`config.mk`:
```
export PLATFORM = sky130hd
export DESIGN_NAME = instr_fetch_queue
export DESIGN_NICKNAME = d
export VERILOG_FILES = /design/src/rtl/mips_fetch_pkg.sv /design/src/rtl/fetch_queue_fifo.sv /design/src/rtl/instr_fetch_queue.sv
export SDC_FILE = /design/constraint.sdc
export NUM_CORES = 1
export LEC_CHECK = 0
export ABC_CLOCK_PERIOD_IN_PS = 3000
export BUFFER_PORTS_ARGS = -buffer_cell sky130_fd_sc_hd__buf_4
export CAP_MARGIN = 10
export CORE_MARGIN = 3
export CORE_UTILIZATION = 52
export DETAILED_ROUTE_END_ITERATION = 8
export PLACE_DENSITY_LB_ADDON = 0.2
export SYNTH_ARGS = -nofsm -noshare
export SYNTH_HDL_FRONTEND = slang
export SYNTH_SLANG_ARGS = --single-unit
```
`constraint.sdc`:
```
create_clock -name clk -period 3 [get_ports clk]
set_input_delay 0.15 -clock clk [delete_from_list [all_inputs] [get_ports clk]]
set_output_delay 0.15 -clock clk [all_outputs]
set_load 0.05 [all_outputs]
```
`src/rtl/mips_fetch_pkg.sv`:
```
// Shared definitions for the MIPS instruction fetch path.
//   fetchState_t : fetch FSM states (REQ issues a read, WAIT expects the
//                  response, DROP swallows a response made stale by a redirect)
//   NOP_INSTR    : instruction presented when the queue is empty
//   PC_STEP      : byte distance between consecutive instruction words
package mips_fetch_pkg;

    typedef enum logic [1:0] {
        REQ  = 2'd0,
        WAIT = 2'd1,
        DROP = 2'd2
    } fetchState_t;

    localparam logic [31:0] NOP_INSTR = 32'h0000_0000;
    localparam logic [31:0] PC_STEP   = 32'd4;

endpackage

```
`src/rtl/fetch_queue_fifo.sv`:
```
// Storage for prefetched instructions: DEPTH entries of {instruction, PCPlus4}.
// Ports:
//   clk, reset            : clock, asynchronous active-high reset
//   push, pushInstr,
//   pushPCPlus4           : append an entry at the tail
//   pop                   : remove the head entry
//   flush                 : empty the queue; wins over push and pop
//   headValid, headInstr,
//   headPCPlus4           : head entry, zeros when the queue is empty
//   count                 : number of occupied entries
// The caller guarantees push only when not full and pop only when not empty.
module fetch_queue_fifo
    import mips_fetch_pkg::*;
#(
    parameter int unsigned DEPTH = 4
) (
    input  logic                     clk,
    input  logic                     reset,
    input  logic                     push,
    input  logic [31:0]              pushInstr,
    input  logic [31:0]              pushPCPlus4,
    input  logic                     pop,
    input  logic                     flush,
    output logic                     headValid,
    output logic [31:0]              headInstr,
    output logic [31:0]              headPCPlus4,
    output logic [$clog2(DEPTH):0]   count
);

    localparam int unsigned PTR_W = $clog2(DEPTH);
    localparam int unsigned CNT_W = $clog2(DEPTH) + 1;

    logic [63:0]      entries_r [DEPTH];
    logic [PTR_W-1:0] wrPtr_r;
    logic [PTR_W-1:0] rdPtr_r;
    logic [CNT_W-1:0] count_r;
    logic [63:0]      headEntry_s;

    // Pointer and occupancy bookkeeping; pointers wrap naturally at DEPTH.
    always_ff @(posedge clk or posedge reset) begin
        if (reset) begin
            wrPtr_r <= {PTR_W{1'b0}};
            rdPtr_r <= {PTR_W{1'b0}};
            count_r <= {CNT_W{1'b0}};
        end else if (flush) begin
            wrPtr_r <= {PTR_W{1'b0}};
            rdPtr_r <= {PTR_W{1'b0}};
            count_r <= {CNT_W{1'b0}};
        end else begin
            if (push) begin
                wrPtr_r <= wrPtr_r + PTR_W'(1);
            end
            if (pop) begin
                rdPtr_r <= rdPtr_r + PTR_W'(1);
            end
            case ({push, pop})
                2'b10:   count_r <= count_r + CNT_W'(1);
                2'b01:   count_r <= count_r - CNT_W'(1);
                default: count_r <= count_r;
            endcase
        end
    end

    // Entry storage; contents of free slots are don't-care, so no reset.
    always_ff @(posedge clk) begin
        if (push && !flush) begin
            entries_r[wrPtr_r] <= {pushInstr, pushPCPlus4};
        end
    end

    // Head presentation: stale storage is masked to NOP / zero when empty.
    always_comb begin
        headEntry_s = entries_r[rdPtr_r];
        headValid   = (count_r != {CNT_W{1'b0}});
        if (headValid) begin
            headInstr   = headEntry_s[63:32];
            headPCPlus4 = headEntry_s[31:0];
        end else begin
            headInstr   = NOP_INSTR;
            headPCPlus4 = 32'h0000_0000;
        end
    end

    assign count = count_r;

endmodule

```
`src/rtl/instr_fetch_queue.sv`:
```
// Instruction prefetch queue between instruction memory and the IF/ID register.
// Owns the fetch PC, issues one word read at a time over a ready/valid
// handshake and buffers returned words with their PC+4.
// Ports:
//   clk, reset                    : clock, asynchronous active-high reset
//   redirect, redirectPC          : taken branch from ID; flush and refetch
//   hold                          : IF/ID stall; blocks draining only
//   memReq, memAddr, memReady     : request channel (one outstanding read)
//   memValid, memData             : response channel
//   instrValid, instruction,
//   PCPlus4, count                : queue head and occupancy
module instr_fetch_queue
    import mips_fetch_pkg::*;
#(
    parameter int unsigned DEPTH    = 4,
    parameter logic [31:0] RESET_PC = 32'h0000_0000
) (
    input  logic                     clk,
    input  logic                     reset,
    input  logic                     redirect,
    input  logic [31:0]              redirectPC,
    input  logic                     hold,
    output logic                     memReq,
    output logic [31:0]              memAddr,
    input  logic                     memReady,
    input  logic                     memValid,
    input  logic [31:0]              memData,
    output logic                     instrValid,
    output logic [31:0]              instruction,
    output logic [31:0]              PCPlus4,
    output logic [$clog2(DEPTH):0]   count
);

    localparam int unsigned CNT_W = $clog2(DEPTH) + 1;
    localparam logic [CNT_W-1:0] FULL_COUNT = CNT_W'(DEPTH);

    fetchState_t state_r;
    fetchState_t nextState_s;
    logic [31:0] fetchPC_r;
    logic [31:0] nextFetchPC_s;
    logic [31:0] tagPC_r;
    logic [31:0] nextTagPC_s;
    logic        accept_s;
    logic        push_s;
    logic        pop_s;

    // Request and queue-control decode. memReq looks only at registered state
    // (plus reset, so nothing is requested while the block is held in reset).
    always_comb begin
        memReq = 1'b0;
        if (reset) begin
            memReq = 1'b0;
        end else if ((state_r == REQ) && (count < FULL_COUNT)) begin
            memReq = 1'b1;
        end else begin
            memReq = 1'b0;
        end
        accept_s = memReq & memReady;
        // A response is only written when we are waiting for a live request;
        // a redirect in the same cycle makes it stale.
        push_s   = (state_r == WAIT) & memValid & ~redirect;
        pop_s    = instrValid & ~hold & ~redirect;
    end

    // Next-state logic; redirect turns an outstanding or just-accepted read
    // into one whose response must be swallowed.
    always_comb begin
        nextState_s = state_r;
        case (state_r)
            REQ: begin
                if (accept_s) begin
                    if (redirect) begin
                        nextState_s = DROP;
                    end else begin
                        nextState_s = WAIT;
                    end
                end else begin
                    nextState_s = REQ;
                end
            end
            WAIT: begin
                if (memValid) begin
                    nextState_s = REQ;
                end else if (redirect) begin
                    nextState_s = DROP;
                end else begin
                    nextState_s = WAIT;
                end
            end
            DROP: begin
                if (memValid) begin
                    nextState_s = REQ;
                end else begin
                    nextState_s = DROP;
                end
            end
            default: nextState_s = REQ;
        endcase
    end

    // Fetch PC and response tag; redirect overrides the sequential increment.
    always_comb begin
        nextFetchPC_s = fetchPC_r;
        nextTagPC_s   = tagPC_r;
        if (redirect) begin
            nextFetchPC_s = redirectPC;
        end else if (accept_s) begin
            nextFetchPC_s = fetchPC_r + PC_STEP;
        end else begin
            nextFetchPC_s = fetchPC_r;
        end
        if (accept_s) begin
            nextTagPC_s = fetchPC_r;
        end else begin
            nextTagPC_s = tagPC_r;
        end
    end

    // FSM and PC registers.
    always_ff @(posedge clk or posedge reset) begin
        if (reset) begin
            state_r   <= REQ;
            fetchPC_r <= RESET_PC;
            tagPC_r   <= 32'h0000_0000;
        end else begin
            state_r   <= nextState_s;
            fetchPC_r <= nextFetchPC_s;
            tagPC_r   <= nextTagPC_s;
        end
    end

    assign memAddr = fetchPC_r;

    fetch_queue_fifo #(
        .DEPTH (DEPTH)
    ) u_fifo (
        .clk         (clk),
        .reset       (reset),
        .push        (push_s),
        .pushInstr   (memData),
        .pushPCPlus4 (tagPC_r + PC_STEP),
        .pop         (pop_s),
        .flush       (redirect),
        .headValid   (instrValid),
        .headInstr   (instruction),
        .headPCPlus4 (PCPlus4),
        .count       (count)
    );

endmodule

```
==> metrics <==
Slew @ Worst Pin=854 ps; cell area after synthesis=0.0138 mm^2; fmax=approximately 0.36 GHz; fin cells=around 1,400; largest net degree at the start of global routing=66; r2r worst-path depth=6; DP HPWL=17.7 mm; Syn Nets=906; area grow syn2layout=25.6%; post-layout min period=roughly 2700 ps; H-tree depth=2; max_cap viols=0; # setup viols final=0; dpl cell area=0.0156 mm^2; Post-Syn Area per Cell=~17 um^2; status=finished clean; antenna fix cells=0; worst vdd ir=0.690 mV; CP cell instances=nor3_1 -> inv_4 -> and2_1 -> buf_4; Synth Flop Type=edfxtp_1; most frequent cells in the layout=edfxtp_1 (256), buf_4 (182), dfrtp_1 (71); gr ovfl total=0; Clock transition at path regs=60 ps; Initial Utilization=0.539; Worst-Skew Late Latency=500 ps; Final Skew=13.9 ps; Post-CTS Setup Bufs=0; R2R Setup Slk=~620 ps; #FFs+latches synth=329; Routed Antenna Nets=0; worst setup path end=PCPlus4[14]; Critical path buffers and inverters=2; I/O Pins=about 170; nets=approximately 1,200; final hold viol count=0; CTS tree=built; clock sink count=329; Longest Clk Path Bufs=3; Leak=between 6 and 7 nW; RSZ-0062 raised after global routing=no; commonest non-fill, non-tap cell in the layout=edfxtp_1; crit path kind=reg -> out; drt via density=5.70; vias in the first global route=between 8,000 and 9,000; Slowest-stage cell, CP=nor3_1; CP Launch Type=register; crit path max fanout=65; initial antenna violation count=0; pwr dens=830 mW/mm^2; TritonCTS buffer count=34; Root Buffer=clkbuf_16; Worst slew margin=0.426; Post-synth EDFFs=256; period utilization=0.914; Critical path origin=u_fifo.count[2]; RR Endpoint=u_fifo.count[2]; Finished Cell Area=0.0173 mm^2; die height=169 um; Starting DRT DRC Count=536; crit-path leading delay family=simple AND/OR/NAND/NOR gates; All-Layer GR Usage=0.199; Gate Count Post-Synth=829; Setup TNS=0 ps; hold crit path type=in -> reg; number of cells in the design after placement=about 1,300; reg2reg start=u_fifo.count[2]; Filler cells=~1,700; final wirelength=27.8 mm; TritonRoute pass-1 iters=7; routed vias=8,214; Worst path max stage delay=740 ps; DIE AREA=roughly 0.029 mm^2; GPL Wtd Cong=about 0.85; first-pass GRT wire length=45.5 mm; synth unique cells=47; core area=0.0256 mm^2; Async SR Flop Fraction=0.222; sequential share of the synthesized area=0.690; row cnt=58; port buffer count=170; DRC=0; worst endpoint required time=2850 ps; Crit path depth=4; max-slew violations=0; Routed WL per cell=19.3 um; layout cell share with drive strength beyond 1=0.313; YS warnings=0; Setup crit end kind=output port; critical path arrival=2590 ps; Die Wd=between 150 and 200 um
-- kinds of logic (layout without fill, tap and decap cells) --
kind of cell,after synthesis,in the layout,share of synthesized area
AOI/OAI and AO/OA,56,56,0.0264
adders and majority gates,7,7,0.00689
muxes,96,96,0.130
DFF,329,329,0.690
and+or+nand+nor,252,252,0.106
xor gates and xnor gates,40,40,0.0264
buffers and inverters,49,330,0.0141
-- routing by layer --
metal | wire length, um | vias up | track usage
li1 | - | 3771 | -
met4 | 415 | 0 | 0.0438
met3 | 1780 | 41 | 0.0343
met5 | 0 | - | 0
met1 | 12000 | 4104 | 0.285
met2 | 13600 | 298 | 0.327
-- Yosys cell counts (all sizes together), types with 2 or more instances --
| cell | n | share of area |
|---|---|---|
| mux4 | 64 | 0.10 |
| a31oi | 11 | 0.0050 |
| nand3 | 33 | 0.012 |
| xor2 | 14 | 0.0089 |
| o311a | 2 | 0.0015 |
| o21ai | 17 | 0.0062 |
| a21oi | 4 | 0.0015 |
| nor3 | 5 | 0.0018 |
| o211ai | 6 | 0.0033 |
| dfrtp | 73 | 0.13 |
| or3 | 5 | 0.0023 |
| nand4 | 24 | 0.011 |
| and2 | 68 | 0.031 |
| inv | 8 | 0.0022 |
| mux2 | 31 | 0.025 |
| or2 | 2 | 0.00091 |
| nor2b | 3 | 0.0014 |
| o31ai | 9 | 0.0049 |
| nor4 | 6 | 0.0047 |
| a22oi | 3 | 0.0016 |
| ha | 6 | 0.0054 |
| and3 | 15 | 0.0068 |
| nor2 | 23 | 0.0063 |
| clkbuf | 27 | 0.0073 |
| and4 | 12 | 0.0076 |
| nand2 | 38 | 0.010 |
| edfxtp | 256 | 0.56 |
| buf | 13 | 0.0043 |
| xnor2 | 25 | 0.016 |
| or4 | 14 | 0.0076 |
-- worst min-delay path by stage --
stage / startpoint / to / slack (ps) / depth (start not counted)
global placement: reset / state_r[1] / 240 / 2
floorplan: memValid / state_r[1] / 240 / 1
CTS: memReady / tagPC_r[10] / 20 / 3
detailed placement: reset / state_r[1] / 240 / 2
global route: hold / u_fifo.rdPtr_r[1] / 60 / 4
finish: memReady / tagPC_r[10] / 50 / 3
-- power by group --
group,internal [W],leakage [nW],switching (W)
logic,0.00174,2.57,0.00294
registers,0.00552,3.17,0.000389
clock network,0.00220,0.495,0.00159
-- stage by stage --
step / utilization / setup WS, ps / hold WS [ps] / total power, W
after floorplan: - / 584 / 239 / 0.00928
after global placement: 0.611 / 837 / 240 / 0.0106
after detailed placement: 0.611 / 743 / 235 / 0.0106
after CTS: 0.676 / 172 / 19.7 / 0.0145
after global routing: 0.676 / 67.2 / 56.7 / 0.0151
final: 0.676 / 259 / 46.0 / 0.0144
-- state kept, by name (all words and copies together), names as in the netlist --
| signal | cells |
|---|---|
| u_fifo.wrPtr_r | 2 |
| u_fifo.count | 3 |
| state_r | 2 |
| tagPC_r | 32 |
| u_fifo.rdPtr_r | 2 |
| u_fifo.entries_r | 256 |
| memAddr | 32 |
-- layout make-up --
type | count | area (um^2) | share of cell area
clock buffers | 48 | 945 | 0.0545
clock inverters | 13 | 65.1 | 0.00375
inverters | 9 | 36.3 | 0.00209
multi-input cells | 451 | 4090 | 0.236
flip-flops and latches | 329 | 9520 | 0.549
well taps | 330 | 413 | 0.0238
repair buffers | 260 | 2260 | 0.130
-- worst min-delay path, delay by kind of cell --
family / cells / cell delay [ps]
buffers and inverters: 1 / 160
AND/OR/NAND/NOR: 2 / 190
-- what timing repair did --
action | 4_1_cts | 5_1_grt
endpoints found under the hold margin | 190 | 0
resized for setup | 0 | 2
hold buffers | 67 | 0
endpoints found under the setup margin | 0 | 57
(Power assumes the default switching activity.)
